### src/rtl/fp_mant_div_if.sv
// Handshake and operand/result bundle for the iterative mantissa divider.
// The requester sees master; the divider sees slave. Requests are ignored while busy is high.
interface fp_mant_div_if #(
    parameter int IWID = 26
);
    logic            start;
    logic            flush;
    logic [IWID-1:0] num;
    logic [IWID-1:0] den;
    logic            busy;
    logic            done;
    logic [IWID-1:0] quot;
    logic            sticky;
    logic            err;

    modport master (
        output start, flush, num, den,
        input  busy, done, quot, sticky, err
    );

    modport slave (
        input  start, flush, num, den,
        output busy, done, quot, sticky, err
    );
endinterface

### src/rtl/fp_mant_div.sv
// Restoring mantissa divider: quot = floor(num*2^IWID/den) plus a remainder sticky, IWID edges (IWID/2 with
// FP_MANT_DIV_RADIX4_EN); done pulses one cycle after the last step, and start is ignored while busy.
module fp_mant_div #(
    parameter int IWID = 26
) (
    input  logic         clk,
    input  logic         rst,
    fp_mant_div_if.slave bus
);
`ifdef FP_MANT_DIV_RADIX4_EN
    localparam int STEP = 2;
`else
    localparam int STEP = 1;
`endif
    localparam int CW = $clog2(IWID + 1);

    typedef enum logic [1:0] {IDLE, RUN, DONE} state_t;

    state_t          state, state_nxt;
    logic [IWID-1:0] den_r;
    logic [IWID:0]   rem, rem_nxt;
    logic [IWID-1:0] q, q_nxt;
    logic [CW-1:0]   cnt;
    logic [IWID-1:0] quot_r;
    logic            sticky_r, err_r;
    logic            accept, bad_ops, last;
    logic [IWID+1:0] s1;
`ifdef FP_MANT_DIV_RADIX4_EN
    logic [IWID+1:0] s2;
`endif

    // One restoring step: returns {quotient_bit, next_remainder}. rem < den keeps r2 within IWID+1 bits.
    function automatic logic [IWID+1:0] rstep(input logic [IWID:0] r, input logic [IWID-1:0] d);
        logic [IWID:0] r2;
        r2 = r << 1;
        if (r2 >= {1'b0, d})
            return {1'b1, r2 - {1'b0, d}};
        else
            return {1'b0, r2};
    endfunction

    assign bad_ops = (bus.den == '0) || (bus.num >= bus.den);
    assign accept  = bus.start && !bus.flush && (state != RUN);
    assign last    = (cnt == CW'(IWID - STEP));

    always_comb begin
        s1      = rstep(rem, den_r);
`ifdef FP_MANT_DIV_RADIX4_EN
        s2      = rstep(s1[IWID:0], den_r);
        rem_nxt = s2[IWID:0];
        q_nxt   = (q << 2) | IWID'({s1[IWID+1], s2[IWID+1]});
`else
        rem_nxt = s1[IWID:0];
        q_nxt   = (q << 1) | IWID'(s1[IWID+1]);
`endif
    end

    always_ff @(posedge clk or posedge rst) begin
        if (rst)
            state <= IDLE;
        else
            state <= state_nxt;
    end

    always_comb begin
        state_nxt = state;
        case (state)
            IDLE, DONE: begin
                if (accept)
                    state_nxt = bad_ops ? DONE : RUN;
                else
                    state_nxt = IDLE;
            end
            RUN: begin
                if (last)
                    state_nxt = DONE;
            end
            default: state_nxt = IDLE;
        endcase
        if (bus.flush)
            state_nxt = IDLE;
    end

    // Results only change when an operation completes, so a flushed run leaves the last result visible.
    always_ff @(posedge clk or posedge rst) begin
        if (rst) begin
            den_r    <= '0;
            rem      <= '0;
            q        <= '0;
            cnt      <= '0;
            quot_r   <= '0;
            sticky_r <= 1'b0;
            err_r    <= 1'b0;
        end else if (bus.flush) begin
            cnt <= '0;
        end else if (accept) begin
            den_r <= bus.den;
            rem   <= {1'b0, bus.num};
            q     <= '0;
            cnt   <= '0;
            if (bad_ops) begin
                quot_r   <= '1;
                sticky_r <= 1'b1;
                err_r    <= 1'b1;
            end
        end else if (state == RUN) begin
            rem <= rem_nxt;
            q   <= q_nxt;
            cnt <= cnt + CW'(STEP);
            if (last) begin
                quot_r   <= q_nxt;
                sticky_r <= |rem_nxt;
                err_r    <= 1'b0;
            end
        end
    end

    assign bus.busy   = (state == RUN);
    assign bus.done   = (state == DONE);
    assign bus.quot   = quot_r;
    assign bus.sticky = sticky_r;
    assign bus.err    = err_r;
endmodule
### src/flat_wrapper.sv
// flat-port wrapper written by rule: the top's interface ports become plain ports
module fp_mant_div_flat 
#(
    parameter int IWID = 26
)
  (clk, rst, bus_start, bus_flush, bus_num, bus_den, bus_busy, bus_done, bus_quot, bus_sticky, bus_err);
  fp_mant_div_if #(.IWID(IWID)) bus_i ();
  input  logic clk;
  input  logic rst;
  input wire logic [$bits(bus_i.start)-1:0] bus_start;
  input wire logic [$bits(bus_i.flush)-1:0] bus_flush;
  input wire logic [$bits(bus_i.num)-1:0] bus_num;
  input wire logic [$bits(bus_i.den)-1:0] bus_den;
  output wire logic [$bits(bus_i.busy)-1:0] bus_busy;
  output wire logic [$bits(bus_i.done)-1:0] bus_done;
  output wire logic [$bits(bus_i.quot)-1:0] bus_quot;
  output wire logic [$bits(bus_i.sticky)-1:0] bus_sticky;
  output wire logic [$bits(bus_i.err)-1:0] bus_err;
  assign bus_i.start = bus_start;
  assign bus_i.flush = bus_flush;
  assign bus_i.num = bus_num;
  assign bus_i.den = bus_den;
  assign bus_busy = bus_i.busy;
  assign bus_done = bus_i.done;
  assign bus_quot = bus_i.quot;
  assign bus_sticky = bus_i.sticky;
  assign bus_err = bus_i.err;
  fp_mant_div #(.IWID(IWID)) u_core (.clk(clk), .rst(rst), .bus(bus_i));
endmodule
### config.mk
export PLATFORM = sky130hd
export DESIGN_NAME = fp_mant_div_flat
export DESIGN_NICKNAME = d
export VERILOG_FILES = /design/src/rtl/fp_mant_div_if.sv /design/src/rtl/fp_mant_div.sv /design/src/flat_wrapper.sv
export SDC_FILE = /design/constraint.sdc
export NUM_CORES = 1
export LEC_CHECK = 0
export ABC_AREA = 0
export BUFFER_PORTS_ARGS = -buffer_cell sky130_fd_sc_hd__buf_2
export CAP_MARGIN = 30
export CORE_MARGIN = 4
export CORE_UTILIZATION = 45
export CTS_CLUSTER_SIZE = 16
export DETAILED_ROUTE_END_ITERATION = 12
export PLACE_DENSITY_LB_ADDON = 0.08
export SKIP_CTS_REPAIR_TIMING = 1
export SYNTH_ARGS = -nofsm -noshare
export SYNTH_HDL_FRONTEND = slang
export SYNTH_SLANG_ARGS = --single-unit
export TNS_END_PERCENT = 20
### constraint.sdc
create_clock -name clk -period 7.5 [get_ports clk]
set_input_delay 1.5 -clock clk [delete_from_list [all_inputs] [get_ports clk]]
set_output_delay 1.5 -clock clk [all_outputs]
set_load 0.01 [all_outputs]
# After elaboration in Yosys (flattened, before gate mapping)
# Index checks and enable logic that the tools add are counted.
# word_totals
input_bits	56
regBits	112
output_inout_bits	30
wordCells	58
# op_classes
bitwise_logic	2
magnitude_cmp	2
n_reduce_logical	14
add_sub_neg	2
muxes	24
eq_ne	6
# ops
op	count
$mux W26	6
$mux W25	2
$mux W28	1
$ge A27 B26 Y1	1
$reduce_or A27 Y1	1
$sub A27 B26 Y27	1
$ge A26 B26 Y1	1
$logic_not A26 Y1	1
$or A26 B1 Y26	1
$mux W5	3
$mux W2	4
$mux W1	7
$add A5 B1 Y5 const B	1
$eq A5 B5 Y1 const B	1
$pmux W2 S2	1
$reduce_and A2 Y1	2
$reduce_and A4 Y1	1
$reduce_bool A2 Y1	2
$ne A3 B2 Y1 const B	1
$reduce_bool A3 Y1	1
$eq A2 B1 Y1 const B	1
$eq A2 B2 Y1 const B	1
$logic_and A1 B1 Y1	2
$logic_not A2 Y1	1
6 further kinds	6

# Logic depth before layout (Yosys ltp)
# Gate-level depths: netlist (run 1).
# depth
ltp_word	6
ltp_mapped	14
ltp_nobuf	13

# Worst setup path after synthesis (run 1)
# No wires, ideal clock.
# synth_timing
path_type	input-to-reg
start	in bus_den[1]
end	reg u_core.quot_r[10] (netlist: u_core.bus.quot[10])
slack_ns	4.015
path_buffers	1
path_stages	12
arrival_time_ns	3.364
setup_ns	0.121
cell_sequence	inv_1 -> ha_1 -> nor2b_1 -> o21a_1 -> o21ai_0 -> a21oi_1 -> o221ai_1 -> a41oi_1 -> o21ai_1 -> a21oi_2 -> buf_2 -> o22a_1
# synth_via
elab_chain_cells	4
elab_cells_between_ends	5
cone_classes	order compare (1); eq/ne (1); reduce/logical (3)
# synth_lines
item	line	source
from (decl)	flat_wrapper.sv:13	input wire logic [$bits(bus_i.den)-1:0] bus_den;
$ge A26 B26 Y1 / $logic_not A26 Y1 (equally long branches)	fp_mant_div.sv:42	assign bad_ops = (bus.den == '0) || (bus.num >= bus.den);
$logic_or A1 B1 Y1 *	fp_mant_div.sv:42	
$ne A2 B2 Y1 (no source line) *	n/a	
$reduce_and A4 Y1 (no source line) *	n/a	
to (signal assigned)	fp_mant_div.sv:111	quot_r <= q_nxt;
to (decl)	fp_mant_div.sv:24	logic [IWID-1:0] quot_r;
# Every way passes the cells marked *; elsewhere a longest branch is shown, timed or not.
# A chain may end at the register's enable or synchronous reset.

# Worst setup path in the final report (run 1)
# layout_timing
start	in bus_den[1]
end	reg u_core.quot_r[22] (netlist: u_core.bus.quot[22])
# Same word-level chain as after synthesis.

==> results.md, run 1 <==
| Item | Reported | Unit |
|---|---|---|
| Buffer and inverter count on the worst path | 3 | - |
| Data required time at the worst endpoint | 7.74 | ns |
| Xor and xnor fraction of the mapped netlist area | 0.0349 | - |
| Initial core utilization | 0.461 | - |
| Yosys warns | 0 | - |
| Met3 track utilization from global routing | 0.0490 | - |
| Total wire length after detailed routing | 21000 | um |
| Hold Path Depth | 1 | - |
| Skew final | 0.0101 | ns |
| Endpoint of the worst hold-timing path | u_core.bus.quot[7]$_DFFE_PP0P_ | - |
| Final setup vio count | 0 | - |
| Max-cap viol count | 0 | - |
| Dpl hpwl | 16000 | um |
| Inserted Clock Buffers | 9 | - |
| Class of the most critical setup path | input port to flop | - |
| Top-area cell type share of the netlist area | 0.399 | - |
| IR Drop Worst-Case VDD | 0.189 | mV |
| Die area | 17700 | sq um |
| Slowest cell on crit path | o221ai_1 | - |
| Worst Path Arrival | 4.16 | ns |
| Syn_nets | 885 | - |
| Global router's overall resource usage | 0.238 | - |
| Number of global-route vias before repair | 6136 | - |
| Std-Cell Core Area | 15300 | sq um |
| Antenna Diode Count | 0 | - |
| Setup slack of the most critical reg-to-reg path | 3.62 | ns |
| Type of element launching the critical path | input port | - |
| Number of library cell types mapped by synthesis | 62 | - |
| Adder-cell share of the synthesized area | 0.0989 | - |
| Fin worst setup slack | 3.59 | ns |
| Final worst path period need | 3.91 | ns |
| CTS Root Cell | clkbuf_16 | - |
| Area added between synthesis and finish | 13.1 | % |
| Area fraction in and, or, nand and nor cells after synthesis | 0.139 | - |
| Sequence of cells on the critical path | buf_2 > inv_1 > ha_1 > nor2b_1 > o21a_1 > o21ai_0 > a21oi_1 > o221ai_1 > a41oi_1 > o21ai_1 > a21oi_2 > buf_8 > o22a_1 | - |
| Clock edge transition at the registers on the reported setup and hold paths | 0.07 | ns |
| Count of clock tree sinks | 112 | - |
| Global-route wire length before repair | 33600 | um |
| Period utilisation layout | 0.522 | - |
| M2 GR Usage | 0.383 | - |
| Cell Area, Placed | 7670 | sq um |
| Pwr Density | 334 | nW/um^2 |
| Top Ports | 86 | - |
| Routability congestion estimate from global placement | 0.935 | - |
| Total Negative Setup Slacks | 0 | ns |
| Most area-hungry cell type in the Yosys netlist | dfrtp_1 | - |
| Worst-Skew Late Latency | 0.36 | ns |
| HP Start | u_core.bus.quot[7]$_DFFE_PP0P_ | - |
| Leakage Power | 3.64 | nW |
| Worst slew pin tran | 0.834 | ns |
| Number of I/O port buffers | 85 | - |
| Layout cells sized above 1 | 0.156 | - |
| Hold crit path type | flop to flop | - |
| Level count of the clock H-tree | 3 | - |
| CTS tree | built | - |
| Number of failing hold endpoints at the final stage | 0 | - |
| Final-report max-slew violation count | 0 | - |
| DR pass1 iterations | 5 | - |
| Largest net degree at the start of global routing | 61 | - |
| Max Fclk | 255 | MHz |
| Gate family responsible for the most delay along the worst path | compound AO/OA/AOI/OAI gates | - |
| Post-DR vias/cell | 5.85 | - |
| Width of the chip | 133 | um |
| Predominant post-synthesis flop cell | dfrtp_1 | - |
| Met1 routing resource usage after global routing | 0.323 | - |
| Element type at the critical path end | flop | - |
| FF+latch count, synth | 112 | - |
| DR DRC count | 0 | - |
| Average cell area after synthesis | 9.09 | sq um |
| Most area-consuming cells after synthesis | dfrtp_1 (40%), ha_1 (9.6%), o22a_1 (5.5%), a21oi_1 (4.0%), nand2_1 (3.8%) | - |
| # fillers | 1438 | - |
| Area taken by flip-flops and latches | 2800 | sq um |
| Max FO, Critical Path | 17 | - |
| Cell count after synthesis | 774 | - |
| Worst setup timing slack at the placement stage | 3.21 | ns |
| Worst R2R End | u_core.bus.sticky$_DFFE_PP0P_ | - |
| Detail Route Antenna Nets | 0 | - |
| Synthesized-area fraction occupied by ao, oa, aoi and oai cells | 0.252 | - |
| Setup repair after global routing missed its margin | no | - |
| Most used routing layer | met2 | - |
| Main combinational cell family by area after synthesis | compound AO/OA/AOI/OAI gates | - |
| Final total power | 2.66 | mW |
| Syn Std Cell Area | 7030 | sq um |
| Post-route cell area | 7950 | sq um |
| Maximum number of buffers from clock root to sink | 2 | - |
| Part of the Yosys area used for sequential elements | 0.399 | - |
| Overall die height | 133 | um |
| Status | complete, no violations | - |
| Initial antenna violation count | 2 | - |
| Routed wire per std cell | 19.9 | um |
| R2R depth | 12 | - |
| Initial detailed-routing violation count | 436 | - |
| Share of synthesized registers carrying an async set or reset | 1.00 | - |
| Multiplexer fraction of the synthesized cell area | 0.0185 | - |
| EDFF count, synth | 0 | - |
| Highest cell delay on the worst timing path | 0.37 | ns |
| Multi-input logic area | 3830 | sq um |
| Startpoint of the worst-slack reg-to-reg timing path | u_core.rem[1]$_DFFE_PP0P_ | - |
| Remaining global-route overflow | 0 | - |
| Slew HR | 0.443 | - |
| # nets final | 953 | - |
| Via total after detailed routing | 6181 | - |
| Std cell rows | 45 | - |
## kinds of logic after synthesis
group / count (synthesis)
compound gates: 261
xor+xnor: 28
fa+ha+maj: 55
buf+inv: 99
flops: 112
mux: 13
simple gates: 206
## worst max-delay path by stage
stage                           from                               to  slack [ns]  depth (start not counted)
after floorplan                  rst       u_core.bus.err$_DFFE_PP0P_        3.04                          1
final                     bus_den[1]  u_core.bus.quot[22]$_DFFE_PP0P_        3.59                         13
after global placement    bus_den[1]  u_core.bus.quot[21]$_DFFE_PP0P_        3.03                         12
after CTS                 bus_den[1]  u_core.bus.quot[11]$_DFFE_PP0P_        3.57                         13
after global routing      bus_den[1]  u_core.bus.quot[22]$_DFFE_PP0P_        3.44                         13
after detailed placement  bus_den[1]  u_core.bus.quot[20]$_DFFE_PP0P_        3.21                         13
## cell usage after synthesis (17+ instances only)
| cell | number |
|---|---|
| nor2_1 | 60 |
| xnor2_1 | 17 |
| a22o_1 | 24 |
| a21oi_1 | 56 |
| o21ai_1 | 19 |
| o21ai_0 | 53 |
| ha_1 | 54 |
| dfrtp_1 | 112 |
| o22a_1 | 44 |
| clkbuf_1 | 21 |
| nand2_1 | 71 |
| inv_1 | 60 |
## cell usage in the layout (no fill, tap or decap), types with 17 or more instances in the layout
cell	instances
nand2_1	71
ha_1	54
xnor2_1	17
dfrtp_1	112
a21oi_1	56
inv_1	59
a22o_1	24
o21ai_0	53
o22a_1	44
buf_2	85
o21ai_1	19
nor2_1	58
## power by group
group          internal [mW]  switching (mW)
combinational          0.535           0.839
clock                  0.232           0.237
sequential             0.718          0.0967
total                   1.49            1.17
## stage by stage
stage | instances | hold slack [ns] | utilization
after floorplan | 774 | 0.469 | -
after global placement | 1038 | 0.466 | 0.498
after detailed placement | 1042 | 0.472 | 0.503
after CTS | 1057 | 0.491 | 0.521
after global routing | 1057 | 0.506 | 0.521
final | 1057 | 0.488 | 0.521
## worst reg2reg max path: stages, from the launching register on
cell and delay [ns]:
dfrtp_1 0.46, ha_1 0.48, o211ai_1 0.11, a21oi_1 0.49
o21ai_2 0.18, o31ai_2 0.32, a21oi_2 0.09, buf_4 0.27
inv_2 0.38, mux2i_1 0.41, nand2_1 0.11, a211oi_1 0.31
a31oi_1 0.14
## per-layer routing
layer	vias up	share of wire
met3	39	0.053
li1	2921	-
met5	-	0.0010
met1	3041	0.44
met4	4	0.029
met2	176	0.48
## flip-flops by register name, indices dropped and copies added, names as in the netlist
signal and cells:
u_core.state 2, u_core.cnt 5, u_core.q 25, u_core.bus.quot 26, u_core.bus.sticky 1, u_core.bus.err 1
u_core.rem 26, u_core.den_r 26
## area by class of cell
type / count / area share
Multi-Input combinational cell: 563 / 0.482
Tap cell: 211 / 0.0332
Timing Repair Buffer: 94 / 0.0673
Clock inverter: 6 / 0.00755
Clock buffer: 9 / 0.0283
Sequential cell: 112 / 0.352
Inverter: 62 / 0.0296
Power figures use the tool's default switching activity.
==> inputs of run 2 (changes only) <==
Settings changed: ABC_AREA 0 to 1.
Clock period 7.5 ns to 3.2 ns, I/O delays scaled along.
==> results.md, run 2 <==
| Item | Reported | Unit |
|---|---|---|
| Average cell area after synthesis | 6.93 | sq um |
| Clock edge transition at the registers on the reported setup and hold paths | 0.09 | ns |
| FF+latch count, synth | 112 | - |
| Slowest cell on crit path | dfrtp_1 | - |
| Most frequent cells after synthesis | nand2_1 (293), inv_1 (181), nor2_1 (117), dfrtp_1 (112), a21oi_1 (82) | - |
| Cell Area, Placed | 8280 | sq um |
| Slew HR | 0.526 | - |
| Syn_nets | 1209 | - |
| Number of global-route vias before repair | 7067 | - |
| Remaining global-route overflow | 0 | - |
| Total Negative Setup Slacks | 0 | ns |
| Cell count after synthesis | 1098 | - |
| Met3 track utilization from global routing | 0.0369 | - |
| Fin worst setup slack | 0.174 | ns |
| Worst Path Arrival | 3.26 | ns |
| Multiplexer fraction of the synthesized cell area | 0 | - |
| Worst slew pin tran | 0.707 | ns |
| Data required time at the worst endpoint | 3.44 | ns |
| Initial core utilization | 0.459 | - |
| Overall die height | 138 | um |
| Predominant post-synthesis flop cell | dfrtp_1 | - |
| Area taken by flip-flops and latches | 2800 | sq um |
| Crit path top cell by count | nand2_1 | - |
| Share of synthesized registers carrying an async set or reset | 1.00 | - |
| Worst setup timing slack at the placement stage | 0.0177 | ns |
| Most frequent cells in the layout | nand2_1 (293), inv_1 (180), nor2_1 (114), dfrtp_1 (112), buf_2 (85) | - |
| Max-cap viol count | 0 | - |
| Yosys warns | 0 | - |
| R2R depth | 17 | - |
| Top-area cell type share of the netlist area | 0.368 | - |
| M2 GR Usage | 0.352 | - |
| Level count of the clock H-tree | 3 | - |
| Total wire length after detailed routing | 21900 | um |
| Multi-input logic area | 3970 | sq um |
| Cell with the most instances after synthesis | nand2_1 | - |
| Most area-consuming cells after synthesis | dfrtp_1 (37%), nand2_1 (14%), inv_1 (8.9%), ha_1 (8.9%), nor2_1 (5.8%) | - |
| Most area-hungry cell type in the Yosys netlist | dfrtp_1 | - |
| Part of the Yosys area used for sequential elements | 0.368 | - |
| Main combinational cell family by area after synthesis | simple AND/OR/NAND/NOR gates | - |
| Post-route cell area | 8660 | sq um |
| Die area | 19100 | sq um |
| Number of library cell types mapped by synthesis | 38 | - |
| Pwr Density | 839 | nW/um^2 |
| Max FO, Critical Path | 14 | - |
| Sequence of cells on the critical path | ha_1 > nand2_1 > nor2_2 > nand2_1 > inv_2 > a21oi_1 > nand2_2 > nor2_8 > nand2_8 > inv_2 > nand2_1 > nand2_1 > nand2_1 > nor2_1 > nand3_1 > nor2_1 > nor2_1 | - |
| Adder-cell share of the synthesized area | 0.0914 | - |
| Gate family responsible for the most delay along the worst path | simple AND/OR/NAND/NOR gates | - |
| DR pass1 iterations | 5 | - |
| Final setup vio count | 0 | - |
| Number of logic stages on the critical path including buffering | 17 | - |
| Routability congestion estimate from global placement | 0.929 | - |
| Global router's overall resource usage | 0.227 | - |
| Count of clock tree sinks | 112 | - |
| Element type at the critical path end | flop | - |
| CTS tree | built | - |
| Hold crit path type | input port to asynchronous set/reset pin | - |
| Detail Route Antenna Nets | 0 | - |
| Status | complete, no violations | - |
| Initial detailed-routing violation count | 553 | - |
| Highest cell delay on the worst timing path | 0.44 | ns |
| # fillers | 1723 | - |
| CTS Root Cell | clkbuf_16 | - |
| Skew final | 0.0143 | ns |
| Post-DR vias/cell | 5.06 | - |
| Std-Cell Core Area | 16600 | sq um |
| Max Fclk | 330 | MHz |
| Maximum number of buffers from clock root to sink | 2 | - |
| Top Ports | 86 | - |
| Period utilisation layout | 0.946 | - |
| Number of I/O port buffers | 85 | - |
| Std cell rows | 47 | - |
| Most used routing layer | met2 | - |
| Area fraction in and, or, nand and nor cells after synthesis | 0.282 | - |
| Setup repair after global routing missed its margin | no | - |
| Dpl hpwl | 17300 | um |
| Leakage Power | 4.52 | nW |
| Type of element launching the critical path | flop | - |
| Via total after detailed routing | 7131 | - |
| Area added between synthesis and finish | 13.8 | % |
| Met1 routing resource usage after global routing | 0.329 | - |
| Largest net degree at the start of global routing | 63 | - |
| Final worst path period need | 3.03 | ns |
| Global-route wire length before repair | 35800 | um |
| # nets final | 1295 | - |
| Buffer and inverter count on the worst path | 2 | - |
| Worst-Skew Late Latency | 0.35 | ns |
| IR Drop Worst-Case VDD | 0.301 | mV |
| Initial antenna violation count | 1 | - |
| Xor and xnor fraction of the mapped netlist area | 0.0127 | - |
| Width of the chip | 138 | um |
| Antenna Diode Count | 0 | - |
| Class of the most critical setup path | flop to flop | - |
| Syn Std Cell Area | 7610 | sq um |
| Number of failing hold endpoints at the final stage | 0 | - |
| EDFF count, synth | 0 | - |
| Final-report max-slew violation count | 0 | - |
| Most common cell after layout, fill and taps aside | nand2_1 | - |
| Inserted Clock Buffers | 9 | - |
| Routed wire per std cell | 15.5 | um |
| Layout cells sized above 1 | 0.126 | - |
| DR DRC count | 0 | - |
| Synthesized-area fraction occupied by ao, oa, aoi and oai cells | 0.133 | - |
run 2: through the flow:
stage	hold slack, ns	power [mW]	util	cells
2_1_floorplan	0.453	4.96	-	1098
3_3_place_gp	0.467	5.99	0.499	1385
3_5_place_dp	0.473	5.97	0.499	1385
4_1_cts	0.372	7.17	0.518	1401
5_1_grt	0.406	8.01	0.522	1409
6_report	0.359	7.27	0.522	1409
run 2: path summary, 6_finish.rpt:
| kind | to | slack [ns] | from |
|---|---|---|---|
| setup / recovery | u_core.bus.sticky$_DFFE_PP0P_ | 0.17 | u_core.rem[23]$_DFFE_PP0P_ |
| hold / removal | u_core.cnt[4]$_DFFE_PP0P_ | 0.36 | rst |
| setup reg to reg | u_core.bus.sticky$_DFFE_PP0P_ | 0.17 | u_core.rem[23]$_DFFE_PP0P_ |
| hold reg to reg | u_core.den_r[21]$_DFFE_PP0P_ | 0.49 | u_core.den_r[21]$_DFFE_PP0P_ |
| max in group asynchronous | u_core.rem[10]$_DFFE_PP0P_ | 2.10 | rst |
| min in group clk | u_core.den_r[21]$_DFFE_PP0P_ | 0.49 | u_core.den_r[21]$_DFFE_PP0P_ |
run 2: power breakdown:
| part | internal (mW) | switching (mW) | leakage, nW | total (mW) |
|---|---|---|---|---|
| sequential | 1.63 | 0.180 | 1.34 | 1.81 |
| clock | 0.571 | 0.600 | 0.153 | 1.17 |
| combinational | 1.42 | 2.86 | 3.03 | 4.28 |
run 2: area by class of cell:
type	count	area share
inverters	193	0.0841
clock inverters	7	0.0103
flip-flops and latches	112	0.324
well taps	220	0.0318
multi-input cells	765	0.458
repair buffers	103	0.0661
clock buffers	9	0.0260
run 2: layer usage:
layer | vias up | wire length, um
li1 | 3660 | -
met3 | 32 | 1010
met5 | - | 13
met1 | 3274 | 10800
met4 | 2 | 489
met2 | 163 | 9590
run 2: logic make-up after synthesis:
kind of cell             after synthesis
AND/OR/NAND/NOR                      512
buffers and inverters                222
AO/OA/AOI/OAI                        186
flip-flops                           112
adder cells (fa/ha/maj)               55
XOR/XNOR                              11
run 2: worst register-to-register path: stages, from the launching register on:
cell     delay (ns)
dfrtp_1        0.44
ha_1           0.41
nand2_1        0.19
nor2_2         0.09
nand2_1        0.08
inv_2          0.04
a21oi_1        0.22
nand2_2        0.13
nor2_8         0.22
nand2_8        0.13
inv_2          0.22
nand2_1        0.10
nand2_1        0.08
nand2_1        0.09
nor2_1         0.13
nand3_1        0.13
nor2_1         0.15
nor2_1         0.05
